## config.mk

```make
export PLATFORM = sky130hd
export DESIGN_NAME = alu_mc
export DESIGN_NICKNAME = d
export VERILOG_FILES = /design/src/rtl/alu_mc.sv
export SDC_FILE = /design/constraint.sdc
export NUM_CORES = 1
export LEC_CHECK = 0
export ABC_AREA = 1
export CAP_MARGIN = 20
export CORE_MARGIN = 5
export CORE_UTILIZATION = 30
export CTS_CLUSTER_DIAMETER = 30
export CTS_CLUSTER_SIZE = 14
export DETAILED_ROUTE_END_ITERATION = 8
export PLACE_DENSITY_LB_ADDON = 0.15
export RECOVER_POWER = 50
export SLEW_MARGIN = 0
export SYNTH_ARGS = -nofsm -noshare
export SYNTH_HDL_FRONTEND = slang
export SYNTH_SLANG_ARGS = --single-unit
```

## constraint.sdc

```tcl
create_clock -name clk -period 4.2 [get_ports clk]
set_input_delay 0.42 -clock clk [delete_from_list [all_inputs] [get_ports clk]]
set_output_delay 0.42 -clock clk [all_outputs]
set_load 0.005 [all_outputs]
```

## src/rtl/alu_mc.sv

```systemverilog
// Handshaked execute-stage ALU: single-cycle logic/shift/compare ops plus
// iterative shift-add multiply and restoring unsigned divide/remainder.
//
// state | meaning
// IDLE  | in_ready high, waiting for operands
// BUSY  | one multiply/divide iteration per cycle, counter counts down
// DONE  | out_valid high, Result and flags held until out_ready
module alu_mc #(
    parameter int WIDTH = 32,
    parameter int SHW   = $clog2(WIDTH)
) (
    input  logic             clk,
    input  logic             reset,
    input  logic             in_valid,
    output logic             in_ready,
    input  logic [WIDTH-1:0] A,
    input  logic [WIDTH-1:0] B,
    input  logic [3:0]       ALUControl,
    output logic             out_valid,
    input  logic             out_ready,
    output logic [WIDTH-1:0] Result,
    output logic             V,
    output logic             N,
    output logic             Zero
);
    typedef enum logic [1:0] {IDLE, BUSY, DONE} state_t;

    localparam logic [3:0] OP_ADD  = 4'b0000;
    localparam logic [3:0] OP_SUB  = 4'b0001;
    localparam logic [3:0] OP_AND  = 4'b0010;
    localparam logic [3:0] OP_OR   = 4'b0011;
    localparam logic [3:0] OP_XOR  = 4'b0100;
    localparam logic [3:0] OP_SLL  = 4'b0101;
    localparam logic [3:0] OP_SRL  = 4'b0110;
    localparam logic [3:0] OP_SLT  = 4'b0111;
    localparam logic [3:0] OP_SRA  = 4'b1000;
    localparam logic [3:0] OP_SLTU = 4'b1001;
    localparam logic [3:0] OP_MUL  = 4'b1010;
    localparam logic [3:0] OP_DIVU = 4'b1011;
    localparam logic [3:0] OP_REMU = 4'b1100;

    state_t           state;
    logic [SHW-1:0]   cnt;
    logic [3:0]       op;
    logic [WIDTH-1:0] opa, opb, acc;

    logic [WIDTH-1:0] comb_res;
    logic             comb_v, comb_n, comb_z, multi;
    logic [WIDTH-1:0] mul_nx, rem_nx, quo_nx;
    logic [WIDTH:0]   trial, trial_sub;
    logic             ge;

    assign in_ready = (state == IDLE);
    assign multi = (ALUControl == OP_MUL) || (ALUControl == OP_DIVU) || (ALUControl == OP_REMU);

    always_comb begin
        comb_res = '0;
        comb_v   = 1'b0;
        comb_n   = 1'b0;
        comb_z   = 1'b0;
        case (ALUControl)
            OP_ADD:  comb_res = A + B;
            OP_SUB:  comb_res = A - B;
            OP_AND:  comb_res = A & B;
            OP_OR:   comb_res = A | B;
            OP_XOR:  comb_res = A ^ B;
            OP_SLL:  comb_res = A << B[SHW-1:0];
            OP_SRL:  comb_res = A >> B[SHW-1:0];
            OP_SLT:  comb_res = {{(WIDTH-1){1'b0}}, ($signed(A) < $signed(B))};
            OP_SRA:  comb_res = $signed(A) >>> B[SHW-1:0];
            OP_SLTU: comb_res = {{(WIDTH-1){1'b0}}, (A < B)};
            default: comb_res = '0;
        endcase
        if (ALUControl == OP_ADD || ALUControl == OP_SUB) begin
            comb_n = comb_res[WIDTH-1];
            comb_z = (comb_res == '0);
            if (ALUControl == OP_ADD)
                comb_v = (A[WIDTH-1] == B[WIDTH-1]) && (comb_res[WIDTH-1] != A[WIDTH-1]);
            else
                comb_v = (A[WIDTH-1] != B[WIDTH-1]) && (comb_res[WIDTH-1] != A[WIDTH-1]);
        end
    end

    // Multiply: opa shifts left, opb shifts right. Divide: opa holds the
    // dividend shifting out while quotient bits shift in; acc is the remainder.
    always_comb begin
        mul_nx    = acc + (opb[0] ? opa : '0);
        trial     = {acc, opa[WIDTH-1]};
        trial_sub = trial - {1'b0, opb};
        ge        = (trial >= {1'b0, opb});
        rem_nx    = ge ? trial_sub[WIDTH-1:0] : trial[WIDTH-1:0];
        quo_nx    = {opa[WIDTH-2:0], ge};
    end

    always_ff @(posedge clk or posedge reset) begin
        if (reset) begin
            state     <= IDLE;
            cnt       <= '0;
            op        <= '0;
            opa       <= '0;
            opb       <= '0;
            acc       <= '0;
            out_valid <= 1'b0;
            Result    <= '0;
            V         <= 1'b0;
            N         <= 1'b0;
            Zero      <= 1'b0;
        end else begin
            case (state)
                IDLE: if (in_valid) begin
                    op  <= ALUControl;
                    opa <= A;
                    opb <= B;
                    acc <= '0;
                    if (multi) begin
                        cnt   <= SHW'(WIDTH - 1);
                        state <= BUSY;
                    end else begin
                        Result    <= comb_res;
                        V         <= comb_v;
                        N         <= comb_n;
                        Zero      <= comb_z;
                        out_valid <= 1'b1;
                        state     <= DONE;
                    end
                end
                BUSY: begin
                    if (op == OP_MUL) begin
                        acc <= mul_nx;
                        opa <= opa << 1;
                        opb <= opb >> 1;
                    end else begin
                        acc <= rem_nx;
                        opa <= quo_nx;
                    end
                    if (cnt == '0) begin
                        Result    <= (op == OP_MUL) ? mul_nx : (op == OP_DIVU) ? quo_nx : rem_nx;
                        V         <= 1'b0;
                        N         <= 1'b0;
                        Zero      <= 1'b0;
                        out_valid <= 1'b1;
                        state     <= DONE;
                    end else begin
                        cnt <= cnt - SHW'(1);
                    end
                end
                DONE: if (out_ready) begin
                    out_valid <= 1'b0;
                    state     <= IDLE;
                end
                default: state <= IDLE;
            endcase
        end
    end
endmodule

```

**Yosys cells after proc, flatten, opt, wreduce, memory -nomap -nowiden**

Index checks and enable logic that the tools add are counted.
Widths: inputs -> output; s select.

- Register bits after elaboration: 143
- Input port bits: 72
- Output and inout bits: 37
- Word-level logic and storage cells: 115

- $add $sub $neg: 5
- Magnitude comparators: 3
- Eq/ne operators: 26
- Shift-type cells: 3
- Mux-type cells: 46
- Bitwise logic cells: 3
- Reduce and logical (&&, ||, !) cells: 18

Operators with widths:

| cell | number |
|---|---|
| $mux 32 | 12 |
| $pmux 32 s10 | 1 |
| $pmux 32 s2 | 4 |
| $add 32x32->32 | 2 |
| $lt 32x32->1 | 2 |
| $sub 32x32->32 | 2 |
| $ge 33x32->1 | 1 |
| $and 32x32->32 | 1 |
| $logic_not 32->1 | 1 |
| $or 32x32->32 | 1 |
| $shl 32x5->32 | 1 |
| $shr 32x5->32 | 1 |
| $sshr 32x5->32 | 1 |
| $xor 32x32->32 | 1 |
| $eq 4x4->1 const B | 7 |
| $eq 4x3->1 const B | 4 |
| $mux 1 | 16 |
| $mux 5 | 3 |
| $ne 2x2->1 const B | 6 |
| $pmux 5 s2 | 1 |
| $eq 4x2->1 const B | 2 |
| $mux 2 | 4 |
| $reduce_and 4->1 | 2 |
| $pmux 1 s2 | 3 |
| other kinds (19) | 25 |

**Logic depth before layout (Yosys ltp)**

Gate-level depths: netlist (run 1).

- Depth in word-level cells: 9
- Mapped depth: 25
- Mapped depth without buffers: 22

**Worst setup path after synthesis (run 1)**

No wires, ideal clock.

- Kind: in2reg
- Start: input port B[3]
- End: register Zero
- Setup time: 0.078 ns
- Arrival time: 2.880 ns
- Data required time: 4.122 ns
- Setup slack: 1.242 ns
- Stages on the path: 23
- Path buffers: 4
- Cells stage by stage: buf_2 -> clkinv_1 -> buf_2 -> buf_2 -> ha_1 -> clkbuf_8 -> nor2_1 -> nand2_1 -> nand3_1 -> nand2_1 -> nand2_1 -> nand2_1 -> nand2_1 -> nand2_1 -> nand3_1 -> o21ai_0 -> nor2_1 -> nand2_1 -> nor2_1 -> nand2_1 -> nor2_1 -> nand4_1 -> o21bai_1

- Word-level cells in the longest chain between the ends: 7
- Elaborated cells between the ends (all ways): 16
- Those cells by class: add/sub (2); order compare (2); shift (3); mux (5); bitwise (3); reduce/logical (1)

Ends and longest elaborated chain:

| what | line | text |
|---|---|---|
| start: declaration | 17 | `input logic [WIDTH-1:0] B,` |
| $sub 32x32->32, or another cell as far along | 63 | `OP_SUB: comb_res = A - B;` |
| $pmux 32 s10 * | 61 | `case (ALUControl)` |
| $logic_not 32->1 * | 76 | `comb_z = (comb_res == '0);` |
| $mux 1 * | 74 | `if (ALUControl == OP_ADD \|\| ALUControl == OP_SUB) begin` |
| $mux 1 * | 115 | `if (multi) begin` |
| $mux 1 * | 110 | `IDLE: if (in_valid) begin` |
| $pmux 1 s2 * | 109 | `case (state)` |
| end signal: assignment | 122 | `Zero <= comb_z;` |
| end: declaration | 24 | `output logic Zero` |

Mark *: on every way between the ends. The rest lies on a longest branch, timed or not. The select of a mux whose other input is x is not followed.
A chain may end at the register's enable or synchronous reset.

**Worst setup path in the final report (run 1)**

- Start: register opb[0]
- End: register Result[20]

- Word-level cells in the longest chain between the ends: 6
- Elaborated cells between the ends (all ways): 9
- Those cells by class: add/sub (2); order compare (1); mux (6)

Ends and longest elaborated chain:

| what | line | text |
|---|---|---|
| start: declaration | 45 | `logic [WIDTH-1:0] opa, opb, acc;` |
| start signal: assignment | 131 | `opb <= opb >> 1;` |
| $sub 32x32->32 or $ge 33x32->1 (tied branches) | 89, 90 |  |
| $mux 32 | 91 | `rem_nx = ge ? trial_sub[WIDTH-1:0] : trial[WIDTH-1:0];` |
| $mux 32 | 137 | `Result <= (op == OP_MUL) ? mul_nx : (op == OP_DIVU) ? quo_nx : rem_nx;` |
| $mux 32 * | 137 |  |
| $mux 32 * | 136 | `if (cnt == '0) begin` |
| $pmux 32 s2 * | 109 |  |
| end signal: assignment | 119 | `Result <= comb_res;` |
| end signal: assignment | 137 |  |
| end: declaration | 21 | `output logic [WIDTH-1:0] Result,` |

Marked as above.

==> results of run 1 <==
[power by group]
part / total, W / switching (W) / internal [W]
Combinational: 0.00985 / 0.00673 / 0.00313
Sequential: 0.00262 / 0.000596 / 0.00202
Clock: 0.00175 / 0.000777 / 0.000975
[per-stage QoR]
step	util [%]	power, W	cell area (µm²)	instances	hold slack, ps
finish	34.8	0.0142	25300	5009	482
global route	34.8	0.0153	25300	5002	509
CTS	34.8	0.0141	25300	5002	468
detailed placement	34.0	0.0123	24700	4970	469
global placement	34.0	0.0124	24700	4970	466
floorplan	-	0.00863	22000	3904	453
[tightest hold or removal path, stage by stage, from the launching register on]
cell and delay (ps):
dfrtp_1 340, nand2_1 50, nand2_1 60
[sequential cells by signal (all words and copies together) (netlist names)]
signal,flops
Zero,1
acc,32
state,2
out_valid,1
N,1
opb,32
cnt,5
V,1
Result,32
opa,32
op,4
[final cells by class]
| cell class | count | area share, % |
|---|---|---|
| antenna | 7 | 0.0692 |
| clock buffer | 18 | 1.73 |
| clock inverter | 14 | 0.766 |
| inverter | 543 | 8.07 |
| multi-input combinational | 3059 | 61.3 |
| sequential | 143 | 14.1 |
| tap | 959 | 4.74 |
| timing repair buffer | 266 | 9.17 |
[synthesized netlist by cell type (all sizes together)]
cell,instances
o211a,1
a2111oi,1
o2111ai,6
a32o,1
clkinv,3
inv,540
nand2,1184
and2,7
dfrtp,143
o221ai,1
ha,166
a21boi,5
xor2,17
a31oi,14
and3,1
a211oi,3
nand3,489
xnor2,19
a41oi,1
a21oi,230
or2,8
a22o,2
o22ai,30
o211ai,77
nor4,6
buf,89
a21o,9
a22oi,1
nor3,32
nand4,53
nand3b,9
clkbuf,70
o221a,1
fa,4
o21bai,18
o21ai,249
nor2,403
o21a,10
o31ai,1
[metal layers]
layer,global-route usage (%),vias to the layer above,wire (µm)
li1,-,13000,-
met1,40.0,12700,51400
met2,48.4,1221,55400
met3,5.22,270,9830
met4,18.3,4,8740
met5,0,-,31
[final timing paths]
path | cells after the start | start | slack, ps | end
setup / recovery | 16 | opb[0] | 260 | Result[20]
hold / removal | 2 | Result[31] | 480 | Result[31]
setup reg to reg | 16 | opb[0] | 260 | Result[20]
hold reg to reg | 2 | Result[31] | 480 | Result[31]
max in group asynchronous | 3 | reset | 930 | acc[19]
min in group asynchronous | 3 | reset | 1430 | Result[1]
[kinds of logic (layout without fill, tap and decap cells)]
family | after synthesis | count (layout) | synth area share [%]
compound gates | 661 | 661 | 17.3
xor+xnor | 36 | 36 | 1.44
fa+ha+maj | 170 | 170 | 9.83
buf+inv | 702 | 841 | 13.1
flops | 143 | 143 | 16.3
other cells | 0 | 7 | 0
simple gates | 2192 | 2192 | 42.1
==> impl_metrics.json, run 1 <==
{
  "syn_area_per_cell_um2": 5.62,
  "row_count": 99,
  "dieArea_mm2": 0.0787,
  "ioPinCount": 109,
  "synth_top_area_share_pct": 19.9,
  "dp_hpwl_mm": 105,
  "routed_wirelength_mm": 125,
  "clockBufferDepth": 2,
  "synth.cell_area_mm2": 0.0220,
  "core_mm2": 0.0727,
  "antenna_left": 0,
  "firstDrtPassIters": 6,
  "regArea_mm2": 0.00358,
  "setup_viol": 0,
  "antenna_found_initial": 7,
  "yosys_warnings": 0,
  "avgViaCountPerCell": 5.43,
  "cts_setup_buffers": 0,
  "cts_hold_buf": 0,
  "finalCriticalPeriod_ps": 3940,
  "ys_ff_latch": 143,
  "place.port_buffers": 108,
  "final_layout_size_suffix_gt1_share_pct": 6.55,
  "setup_tns_ps": 0,
  "vias": 27200,
  "status": "finished with violations",
  "critPathBufInv": 3,
  "required_ps": 4630,
  "max_stage_delay_ps": 770,
  "syn-instance-count": 3904,
  "cts_tree": "built",
  "critPathArrivalTime_ps": 4370,
  "area_growth_pct": 15.4,
  "clock_skew_ps": 17.7,
  "slowest_stage": "dfrtp_1",
  "drtIter0Drc": 2975,
  "p_per_area_mw_per_mm2": 562,
  "hold_violations": 0,
  "die_x_um": 281,
  "final_nets": 4272,
  "worst_slack_ps": 257,
  "worstSetupPathType": "flop to flop",
  "drc_errors": 0,
  "crit_top_cell": "nand2_1",
  "grt_max_degree": 115,
  "relSlewSlack_pct": -99.0,
  "ys_types": 61,
  "dieHeight_um": 281,
  "endpoint_kind": "flop",
  "grt_overflow": 0,
  "start_util_pct": 30.2,
  "synth.largest_area_cell": "nand2_1",
  "clock_latency_ps": 490,
  "fmax_mhz": 254,
  "post_cts_resized": 0,
  "clkSinkCount": 143,
  "failed_checks": "max-capacitance violations, max-slew violations",
  "layout_commonest_cell": "nand2_1",
  "cp_top_family": "compound AO/OA/AOI/OAI gates",
  "ys_top_cells_by_area": "nand2_1 (20%), dfrtp_1 (16%), nand3_1 (11%)",
  "rsz0062_at_grt": "no",
  "pre_cts_ws_ps": 187,
  "synthesis.nets": 4146,
  "peakVddDrop_uv": 492,
  "drv_slew": 145,
  "worstHoldPathType": "flop to flop",
  "grt_usage_pct": 30.9,
  "final_cell_mix": "nand2_1 (1164), inv_1 (525), nand3_1 (487), nor2_1 (387), o21ai_0 (236)",
  "worst-slew-pin-transition_ps": 2990,
  "finalCritPeriodShare_pct": 93.9,
  "gp_congestion": 1.03,
  "grt_pass1_wl_mm": 179,
  "multi_input_area_mm2": 0.0155,
  "cap_violations": 2,
  "start_kind": "flop",
  "h-tree-depth": 4,
  "cts_root_buf": "clkbuf_16",
  "synth_seq_area_share_pct": 16.3,
  "grt_pass1_vias": 25400,
  "worstPathCellList": "buf_4 -> nand2_1 -> inv_1 -> ha_1 -> a21oi_1 -> inv_1 -> a21oi_1 -> a21boi_0 -> o21ai_0 -> o21ai_0 -> nand2_1 -> a21oi_1 -> nand2_1 -> nand2_1 -> nand2_1 -> nand2_1",
  "p_leak_nw": 13.2,
  "clkTransAtPathRegs_ps": 70,
  "numCtsBuffers": 17,
  "critical_path.max_fanout": 17,
  "wire_per_inst_um": 25.0,
  "fill_cells": 8317
}
Note: power is estimated with default switching activity, not from simulation.
==> inputs of run 2 (changes only) <==
Settings changed: MAX_ROUTING_LAYER from default to met4.
==> run 2 against run 1 <==
Against the previous run:
- setup slack improved by 130 ps
- the run still ends with max-capacitance violations, max-slew violations left
- largest power group unchanged
- clock power fell by 6%
- fmax rose by 3.3%
- register-to-register slack improved by 130 ps
- cell area rose by 0.19%
- utilization rose by 0.067 points
- hold slack improved by 5.3 ps
==> impl_metrics.json, run 2 (synthesized netlist as in run 1, its figures left out) <==
{
  "status": "finished with violations",
  "failed_checks": "max-capacitance violations, max-slew violations",
  "start_kind": "input port",
  "setup_viol": 0,
  "dieArea_mm2": 0.0787,
  "critical_path.max_fanout": 8,
  "row_count": 99,
  "relSlewSlack_pct": -42.9,
  "worstHoldPathType": "flop to flop",
  "grt_max_degree": 112,
  "dp_hpwl_mm": 108,
  "grt_pass1_vias": 26100,
  "crit_top_cell": "nand2_1",
  "final_layout_size_suffix_gt1_share_pct": 6.92,
  "drc_errors": 0,
  "avgViaCountPerCell": 5.43,
  "final_nets": 4288,
  "cts_setup_buffers": 0,
  "drv_slew": 36,
  "grt_overflow": 0,
  "post_cts_resized": 0,
  "gp_congestion": 1.04,
  "critPathArrivalTime_ps": 4230,
  "clock_latency_ps": 500,
  "worstSetupPathType": "input port to flop",
  "p_per_area_mw_per_mm2": 563,
  "h-tree-depth": 4,
  "place.port_buffers": 108,
  "cts_hold_buf": 0,
  "die_x_um": 281,
  "routed_wirelength_mm": 130,
  "antenna_left": 0,
  "hold_violations": 0,
  "critPathBufInv": 4,
  "endpoint_kind": "flop",
  "cap_violations": 1,
  "wire_per_inst_um": 25.8,
  "finalCritPeriodShare_pct": 90.9,
  "cp_top_family": "simple AND/OR/NAND/NOR gates",
  "grt_usage_pct": 32.9,
  "finalCriticalPeriod_ps": 3820,
  "ioPinCount": 109,
  "grt_pass1_wl_mm": 184,
  "worstPathCellList": "clkdlybuf4s50_1 -> inv_1 -> ha_1 -> nor2_1 -> nand2_1 -> inv_1 -> nand2_1 -> nand2_1 -> a21oi_1 -> o21ai_0 -> buf_4 -> nand2_1 -> nor2_1 -> nand2_1 -> nor2_1 -> nand2_1 -> nor2_1 -> nand4_1 -> o21bai_1",
  "final_area_mm2": 0.0254,
  "clock_skew_ps": 22.3,
  "vias": 27300,
  "required_ps": 4610,
  "max_stage_delay_ps": 660,
  "rsz0062_at_grt": "no",
  "cts_root_buf": "clkbuf_16",
  "clkSinkCount": 143,
  "core_mm2": 0.0727,
  "numCtsBuffers": 17,
  "peakVddDrop_uv": 405,
  "area_growth_pct": 15.6,
  "slowest_stage": "clkdlybuf4s50_1",
  "clkTransAtPathRegs_ps": 70,
  "p_leak_nw": 13.2,
  "clockBufferDepth": 2,
  "dieHeight_um": 281,
  "worst-slew-pin-transition_ps": 2140,
  "final_cell_mix": "nand2_1 (1164), inv_1 (525), nand3_1 (487), nor2_1 (387), o21ai_0 (236)",
  "place_area_mm2": 0.0248,
  "drtIter0Drc": 2944,
  "setup_tns_ps": 0,
  "start_util_pct": 30.2,
  "cts_tree": "built",
  "firstDrtPassIters": 8,
  "fmax_mhz": 262,
  "layout_commonest_cell": "nand2_1",
  "antenna_found_initial": 7
}
run 2: worst min-delay path, cell delays in order, from the launching register on:
cell	delay, ps
dfrtp_1	350
nand2_1	50
nand2_1	60
run 2: power by group:
part / switching, W / internal, W
logic: 0.00685 / 0.00317
registers: 0.000601 / 0.00202
clock network: 0.000798 / 0.000846
run 2: stage by stage:
stage	hold slack, ps	utilization (%)	worst slack (ps)	std cells	power, W
6_report	487	34.9	384	5026	0.0143
5_1_grt	503	34.9	174	5022	0.0153
4_1_cts	304	34.9	516	5018	0.0142
3_5_place_dp	474	34.1	29.4	4986	0.0125
3_3_place_gp	468	34.1	7.10	4986	0.0126
2_1_floorplan	453	-	1240	3904	0.00863
run 2: worst paths after layout:
kind / startpoint / to / slack (ps) / cells past startpoint
worst max register to register: opb[0] / Result[20] / 390 / 17
worst max-delay path: B[5] / Zero / 380 / 19
worst min register to register: Result[13] / Result[13] / 490 / 2
worst min-delay path: Result[13] / Result[13] / 490 / 2
min in group asynchronous: reset / Result[27] / 570 / 2
max in group asynchronous: reset / opa[18] / 1150 / 3
run 2: cell type report:
| cell class | instances | area, µm² |
|---|---|---|
| fillers | 8386 | 47300 |
| multi-input cells | 3059 | 15500 |
| flip-flops and latches | 143 | 3580 |
| repair buffers | 282 | 2410 |
| inverters | 543 | 2040 |
| well taps | 959 | 1200 |
| clock buffers | 17 | 425 |
| clock inverters | 15 | 171 |
| diodes | 8 | 20.0 |
run 2: per-layer routing:
| metal | vias to the layer above | track usage (%) | share of wire, % |
|---|---|---|---|
| met5 | - | - | 0 |
| met4 | 0 | 17.3 | 6.4 |
| met3 | 235 | 4.82 | 6.6 |
| met2 | 1168 | 51.0 | 45 |
| met1 | 12900 | 41.7 | 42 |
| li1 | 13000 | - | - |
